$ cat src/rtl/uart_tx_arbiter.sv
// uart_tx_arbiter: shares one UART transmitter among NUM_REQ 16-bit producers.
// Round-robin grant; each word goes out MSB byte first as tx_en strobes.
//
// Ports:
//   clk        rising-edge system clock
//   reset      synchronous, active-high reset
//   req_valid  per-requester "word pending"
//   req_data   word of requester i in [16i+15:16i]
//   req_ready  one-hot accept pulse (combinational, IDLE only)
//   tx_busy    UART is shifting a byte
//   tx_en      one-cycle byte write strobe to the UART
//   tx_data    byte presented with tx_en, held until the next strobe
//   arb_busy   high from accept until the last byte has finished
//
// Option: define UART_TX_ARB_TAG_EN to prefix every word with the tag
// byte {6'b101000, grant[1:0]} (3 bytes per word). Undefined: 2 bytes.

module uart_tx_arbiter #(
    parameter int NUM_REQ = 2
) (
    input  logic                  clk,
    input  logic                  reset,
    input  logic [NUM_REQ-1:0]    req_valid,
    input  logic [16*NUM_REQ-1:0] req_data,
    output logic [NUM_REQ-1:0]    req_ready,
    input  logic                  tx_busy,
    output logic                  tx_en,
    output logic [7:0]            tx_data,
    output logic                  arb_busy
);

    typedef enum logic [2:0] {
        S_IDLE    = 3'd0,
        S_SEND_HI = 3'd1,
        S_WAIT_HI = 3'd2,
        S_SEND_LO = 3'd3,
        S_WAIT_LO = 3'd4
`ifdef UART_TX_ARB_TAG_EN
        ,
        S_TAG      = 3'd5,
        S_WAIT_TAG = 3'd6
`endif
    } state_t;

    state_t      state_q;
    logic [1:0]  rr_ptr_q;
    logic [15:0] word_q;
    logic        tx_en_q;
    logic [7:0]  tx_data_q;
    logic        arb_busy_q;
    // tx_busy has been seen high in the current WAIT state
    logic        seen_q;

    logic        grant_vld;
    logic [1:0]  grant_idx;
    logic [15:0] grant_word;
    logic [7:0]  first_byte;
    logic [7:0]  send_byte;

    // Search rr_ptr+1, rr_ptr+2, ... modulo NUM_REQ; nearest valid wins.
    always_comb begin
        grant_vld = 1'b0;
        grant_idx = 2'd0;
        for (int k = 1; k <= NUM_REQ; k++) begin
            for (int i = 0; i < NUM_REQ; i++) begin
                if (!grant_vld && req_valid[i] &&
                    ((int'(rr_ptr_q) + k) % NUM_REQ) == i) begin
                    grant_vld = 1'b1;
                    grant_idx = 2'(i);
                end
            end
        end
    end

    always_comb begin
        grant_word = 16'h0000;
        for (int i = 0; i < NUM_REQ; i++) begin
            if (grant_idx == 2'(i)) begin
                grant_word = req_data[16*i +: 16];
            end
        end
    end

    // Accept pulse is combinational so the word is taken in the same cycle.
    always_comb begin
        req_ready = '0;
        for (int i = 0; i < NUM_REQ; i++) begin
            req_ready[i] = !reset && (state_q == S_IDLE) &&
                           grant_vld && (grant_idx == 2'(i));
        end
    end

`ifdef UART_TX_ARB_TAG_EN
    assign first_byte = {6'b101000, grant_idx};
`else
    assign first_byte = grant_word[15:8];
`endif

    // Byte to present when a SEND state retries after a stall.
    always_comb begin
        send_byte = tx_data_q;
        unique case (state_q)
            S_SEND_HI: send_byte = word_q[15:8];
            S_SEND_LO: send_byte = word_q[7:0];
`ifdef UART_TX_ARB_TAG_EN
            S_TAG:     send_byte = {6'b101000, rr_ptr_q};
`endif
            default:   send_byte = tx_data_q;
        endcase
    end

    // SEND states: the strobe is raised on entry when the UART is free,
    // otherwise the state stalls with tx_en low until tx_busy falls.
    always_ff @(posedge clk) begin
        if (reset) begin
            state_q    <= S_IDLE;
            rr_ptr_q   <= 2'(NUM_REQ - 1);
            word_q     <= 16'h0000;
            tx_en_q    <= 1'b0;
            tx_data_q  <= 8'h00;
            arb_busy_q <= 1'b0;
            seen_q     <= 1'b0;
        end else begin
            unique case (state_q)
                S_IDLE: begin
                    if (grant_vld) begin
                        rr_ptr_q   <= grant_idx;
                        word_q     <= grant_word;
                        arb_busy_q <= 1'b1;
                        seen_q     <= 1'b0;
`ifdef UART_TX_ARB_TAG_EN
                        state_q    <= S_TAG;
`else
                        state_q    <= S_SEND_HI;
`endif
                        if (!tx_busy) begin
                            tx_en_q   <= 1'b1;
                            tx_data_q <= first_byte;
                        end
                    end
                end
`ifdef UART_TX_ARB_TAG_EN
                S_TAG: begin
                    if (tx_en_q) begin
                        tx_en_q <= 1'b0;
                        state_q <= S_WAIT_TAG;
                    end else if (!tx_busy) begin
                        tx_en_q   <= 1'b1;
                        tx_data_q <= send_byte;
                    end
                end
                S_WAIT_TAG: begin
                    if (tx_busy) begin
                        seen_q <= 1'b1;
                    end else if (seen_q) begin
                        seen_q    <= 1'b0;
                        state_q   <= S_SEND_HI;
                        tx_en_q   <= 1'b1;
                        tx_data_q <= word_q[15:8];
                    end
                end
`endif
                S_SEND_HI: begin
                    if (tx_en_q) begin
                        tx_en_q <= 1'b0;
                        state_q <= S_WAIT_HI;
                    end else if (!tx_busy) begin
                        tx_en_q   <= 1'b1;
                        tx_data_q <= send_byte;
                    end
                end
                S_WAIT_HI: begin
                    if (tx_busy) begin
                        seen_q <= 1'b1;
                    end else if (seen_q) begin
                        seen_q    <= 1'b0;
                        state_q   <= S_SEND_LO;
                        tx_en_q   <= 1'b1;
                        tx_data_q <= word_q[7:0];
                    end
                end
                S_SEND_LO: begin
                    if (tx_en_q) begin
                        tx_en_q <= 1'b0;
                        state_q <= S_WAIT_LO;
                    end else if (!tx_busy) begin
                        tx_en_q   <= 1'b1;
                        tx_data_q <= send_byte;
                    end
                end
                S_WAIT_LO: begin
                    if (tx_busy) begin
                        seen_q <= 1'b1;
                    end else if (seen_q) begin
                        seen_q     <= 1'b0;
                        state_q    <= S_IDLE;
                        arb_busy_q <= 1'b0;
                    end
                end
                default: begin
                    state_q <= S_IDLE;
                end
            endcase
        end
    end

    assign tx_en    = tx_en_q;
    assign tx_data  = tx_data_q;
    assign arb_busy = arb_busy_q;

endmodule
$ cat config.mk
export PLATFORM = sky130hd
export DESIGN_NAME = uart_tx_arbiter
export DESIGN_NICKNAME = d
export VERILOG_FILES = /design/src/rtl/uart_tx_arbiter.sv
export SDC_FILE = /design/constraint.sdc
export NUM_CORES = 1
export LEC_CHECK = 0
export CORE_UTILIZATION = 49
export CTS_CLUSTER_DIAMETER = 120
export CTS_CLUSTER_SIZE = 10
export DETAILED_ROUTE_END_ITERATION = 10
export GPL_TIMING_DRIVEN = 0
export PLACE_DENSITY_LB_ADDON = 0.12
export REMOVE_ABC_BUFFERS = 1
export SYNTH_ARGS = -nofsm -noshare
export SYNTH_HDL_FRONTEND = slang
export SYNTH_SLANG_ARGS = --single-unit
export TNS_END_PERCENT = 100
$ cat constraint.sdc
create_clock -name clk -period 3 [get_ports clk]
set_clock_uncertainty 0.2 [all_clocks]
set_input_delay 0.3 -clock clk [delete_from_list [all_inputs] [get_ports clk]]
set_output_delay 0.3 -clock clk [all_outputs]
set_load 0.005 [all_outputs]
==> reports/results.md, run 1 <==
| Stage | Item | Reported |
|:---|:---|:---|
| routing | WL final | 3940 um |
| cells and area | Signed area change from the synthesized netlist to the final layout | 33.4% |
| placed design | Port bufs | 48 |
| clocking | CTS root buffer | sky130_fd_sc_hd__clkbuf_4 |
| critical path | Endpoint arrival time on the critical path | 2.26 ns |
| cells and area | Post-layout utilization of the core | 70.6% |
| grt | Number of antenna violations at the first check in global routing | 0 |
| critical path | Required time at the endpoint of the critical path | 2.50 ns |
| timing | Endpoints failing setup | 0 |
| min path | Worst hold path class | flop to flop |
| yosys | Synth cell types | 29 |
| min path | Startpoint of the worst hold path | arb_busy |
| job | MaxCap Viol Count | 0 |
| cells and area | Number of nets in the final layout | 271 |
| routing | Drt first pass iters | 7 |
| grt | GRT Overall Usage | 25.8% |
| timing | Min Clock Period, post-route | 2.76 ns |
| yosys | Yosys warns | 0 |
| timing | Final critical-path share of the clock period | 92.0% |
| power and ir drop | Leakage power | 0.743 nW |
| grt | First-pass GRT wire length | 6420 um |
| yosys | Synth Instances | 194 |
| timing | Final hold vios | 0 |
| floorplanning | Area enclosed by the die boundary | 0.00328 mm^2 |
| routing | Initial DRC count | 96 |
| yosys | Share of the synthesized area in the top cell type | 41.5% |
| cells and area | Most frequent standard cell in the layout excluding fill and tap cells | sky130_fd_sc_hd__clkdlybuf4s50_1 |
| clocking | Insertion delay of the later-clocked pin in the worst-skew pair | 0.32 ns |
| placed design | Cell count after placement | 258 |
| critical path | Startpoint type of the worst setup path | flop |
| cells and area | ANT cells | 0 |
| power and ir drop | Areal power density over the cells | 525 mW/mm^2 |
| critical path | Endpoint class of the critical path | output port |
| yosys | Library cell occupying the most area in the post-synthesis netlist | sky130_fd_sc_hd__dfxtp_1 |
| yosys | Dominant cells by area after synthesis | sky130_fd_sc_hd__dfxtp_1, sky130_fd_sc_hd__nand2_1, sky130_fd_sc_hd__a311oi_1 |
| routing | Remaining DRCs | 2 |
| timing | Setup Total Neg Slack | 0 ns |
| critical path | Top cell family by delay on the critical path | simple AND/OR/NAND/NOR gates |
| power and ir drop | Maximum ir drop on the vdd rail | 357 uV |
| status | Violations in the final reports | design-rule violations |
| yosys | Post-synthesis instance area | 0.00150 mm^2 |
| floorplanning | Effective utilization at floorplan | 52.9% |
| routing | Total via count in the routed design | 1,559 |
| critical path | Crit-path cells | or3_4 > or2_0 > nor3_1 > clkdlybuf4s50_1 |
| clocking | CTS hold repair buffers | 0 |
| yosys | Syn_area_per_cell | 7.71 um^2 |
| critical path | Maximum cell stage delay along the critical path | 0.54 ns |
| timing | Final Max Slew Viols | 0 |
| floorplanning | Chip height | 57.3 um |
| cells and area | Share of final-layout standard cells stronger than drive strength 1 | 5.53% |
| grt | Number of global-route vias before repair | 1,470 |
| clocking | Count of clock tree sinks | 31 |
| routing | Remaining number of nets flagged by the antenna check after routing | 0 |
| timing | Pin slew with the least headroom to its limit | 1.05 ns |
| floorplanning | Number of primary I/O pins | 49 |
| yosys | Flop and latch count out of synthesis | 31 |
| critical path | Critical-path top delay cell | sky130_fd_sc_hd__clkdlybuf4s50_1 |
| floorplanning | Area inside the core boundary | 0.00283 mm^2 |
| clocking | Clock buffers created by TritonCTS | 5 |
| yosys | Sequential-to-total area share from yosys stat | 41.5% |
| grt | Overall overflow remaining after global route | 0 |
| grt | Pin count of the biggest net entering global routing | 33 |
| clocking | H-tree depth reported by CTS | 2 |
| routing | Final routed wire length divided by cell count | 14.8 um |
| floorplanning | Die Wd | 57.3 um |
| cells and area | Top library cells by usage in the layout, fill and taps aside | sky130_fd_sc_hd__clkdlybuf4s50_1, sky130_fd_sc_hd__nand2_1, sky130_fd_sc_hd__dfxtp_1 |
| placed design | Routability cong. | 0.794 |
| clocking | Clock slew at the register clock pins of the worst setup and hold paths | 0.10 ns |
| timing | Maximum clock frequency | 362 MHz |
| routing | Vias per Instance | 5.86 |
| cells and area | Number of cells in the finished layout apart from fillers | 266 |
| timing | Setup repair after global routing missed its margin | false |
| critical path | CP Launch Point | state_q[1] |
| floorplanning | # rows | 19 |
| critical path | Worst r2r src | state_q[1] |
| status | Status | finished, violations left |
| critical path | Max Fanout on Critical Path | 24 |
| placed design | HPWL after DPL | 2670 um |
| clocking | TritonCTS clock tree | done |
| critical path | Worst setup path category | flop to output port |
| critical path | Crit path buffers/inverters | 1 |
| clocking | CTS Buffer Depth | 2 |
| timing | Worst rel slew slack | 29.7% |
-- cell families (layout without fill, tap and decap cells) --
kind of cell	after synthesis	count (layout)	synth area share, %
and+or+nand+nor	99	99	28.5
AOI/OAI and AO/OA	46	46	23.9
DFF	31	31	41.5
buffers and inverters	16	57	4.93
xor gates and xnor gates	2	2	1.17
-- per-stage QoR --
| stage | cell area (um^2) | setup slack [ns] | hold WS, ns | power [W] |
|---|---|---|---|---|
| after floorplan | 1430 | 1.12 | 0.169 | 0.000680 |
| after global placement | 1950 | 0.375 | 0.251 | 0.000814 |
| after detailed placement | 1950 | 0.336 | 0.258 | 0.000830 |
| after CTS | 2000 | 0.0374 | 0.285 | 0.00106 |
| after global routing | 2000 | 0.116 | 0.298 | 0.00111 |
| final | 2000 | 0.241 | 0.285 | 0.00105 |
-- cell usage after synthesis, drive strengths merged --
library cell and instances:
xor2 1, buf 7, clkbuf 8, inv 1, a21bo 1, nor2b 1, a32o 8, nand4b 1
a311oi 16, a21oi 5, o21a 1, nand2b 1, nor2 30, nor3 8, dfxtp 31, nand3 9
o21ai 11, xnor2 1, nand2 45, or2 2, a21boi 1, o31ai 1, or3 1, o21bai 1
nand3b 1, a211o 1
-- layer usage --
| metal | vias to the layer above | share of wire (%) | track usage, % |
|---|---|---|---|
| li1 | 769 | - | - |
| met1 | 720 | 39 | 29.9 |
| met2 | 64 | 53 | 44.2 |
| met3 | 6 | 6.8 | 6.35 |
| met4 | 0 | 1.2 | 12.9 |
| met5 | - | 0 | 0 |
-- final timing paths --
| kind | endpoint | slack [ns] | depth (start not counted) |
|---|---|---|---|
| worst max-delay path | req_ready[1] | 0.24 | 4 |
| worst min-delay path | arb_busy | 0.28 | 2 |
| worst max register to register | word_q[12] | 0.86 | 4 |
| worst min register to register | arb_busy | 0.28 | 2 |
-- flip-flops by register name (all words and copies together) (netlist names) --
name and flops:
rr_ptr_q 1, word_q 16, tx_en 1, arb_busy 1, tx_data 8, state_q 3
seen_q 1
-- power breakdown --
| group | internal [W] | switching, W |
|---|---|---|
| registers | 0.000470 | 0.0000427 |
| clock network | 0.0000913 | 0.000137 |
| logic | 0.000155 | 0.000153 |
| total | 0.000716 | 0.000333 |
-- worst reg2reg max path, stage by stage, from the launching register on --
cell                       delay [ns]
sky130_fd_sc_hd__dfxtp_2         0.47
sky130_fd_sc_hd__or3_4           0.45
sky130_fd_sc_hd__nor2_4          0.54
sky130_fd_sc_hd__nor2_1          0.10
sky130_fd_sc_hd__a311oi_1        0.27
-- cell type report --
class	instances	area (um^2)
fill	243	832
multi-input combinational	147	802
sequential	31	622
timing repair buffer	48	480
clock buffer	7	45.0
tap	31	38.8
clock inverter	1	5.00
inverter	1	3.75
-- timing repair --
action	in CTS	in global routing
buffers inserted	0	0
resized for setup	0	1
endpoints found under the setup margin	0	2
(Power assumes the default switching activity.)
==> run 2: changes to the inputs <==
--- a/config.mk
+++ b/config.mk
@@ -6,7 +6,6 @@
 export NUM_CORES = 1
 export LEC_CHECK = 0
 export CORE_UTILIZATION = 49
-export CTS_CLUSTER_DIAMETER = 120
 export CTS_CLUSTER_SIZE = 10
 export DETAILED_ROUTE_END_ITERATION = 10
 export GPL_TIMING_DRIVEN = 0
==> results of run 2 <==
Final layout, timing and power as in run 1 (identical DEF).
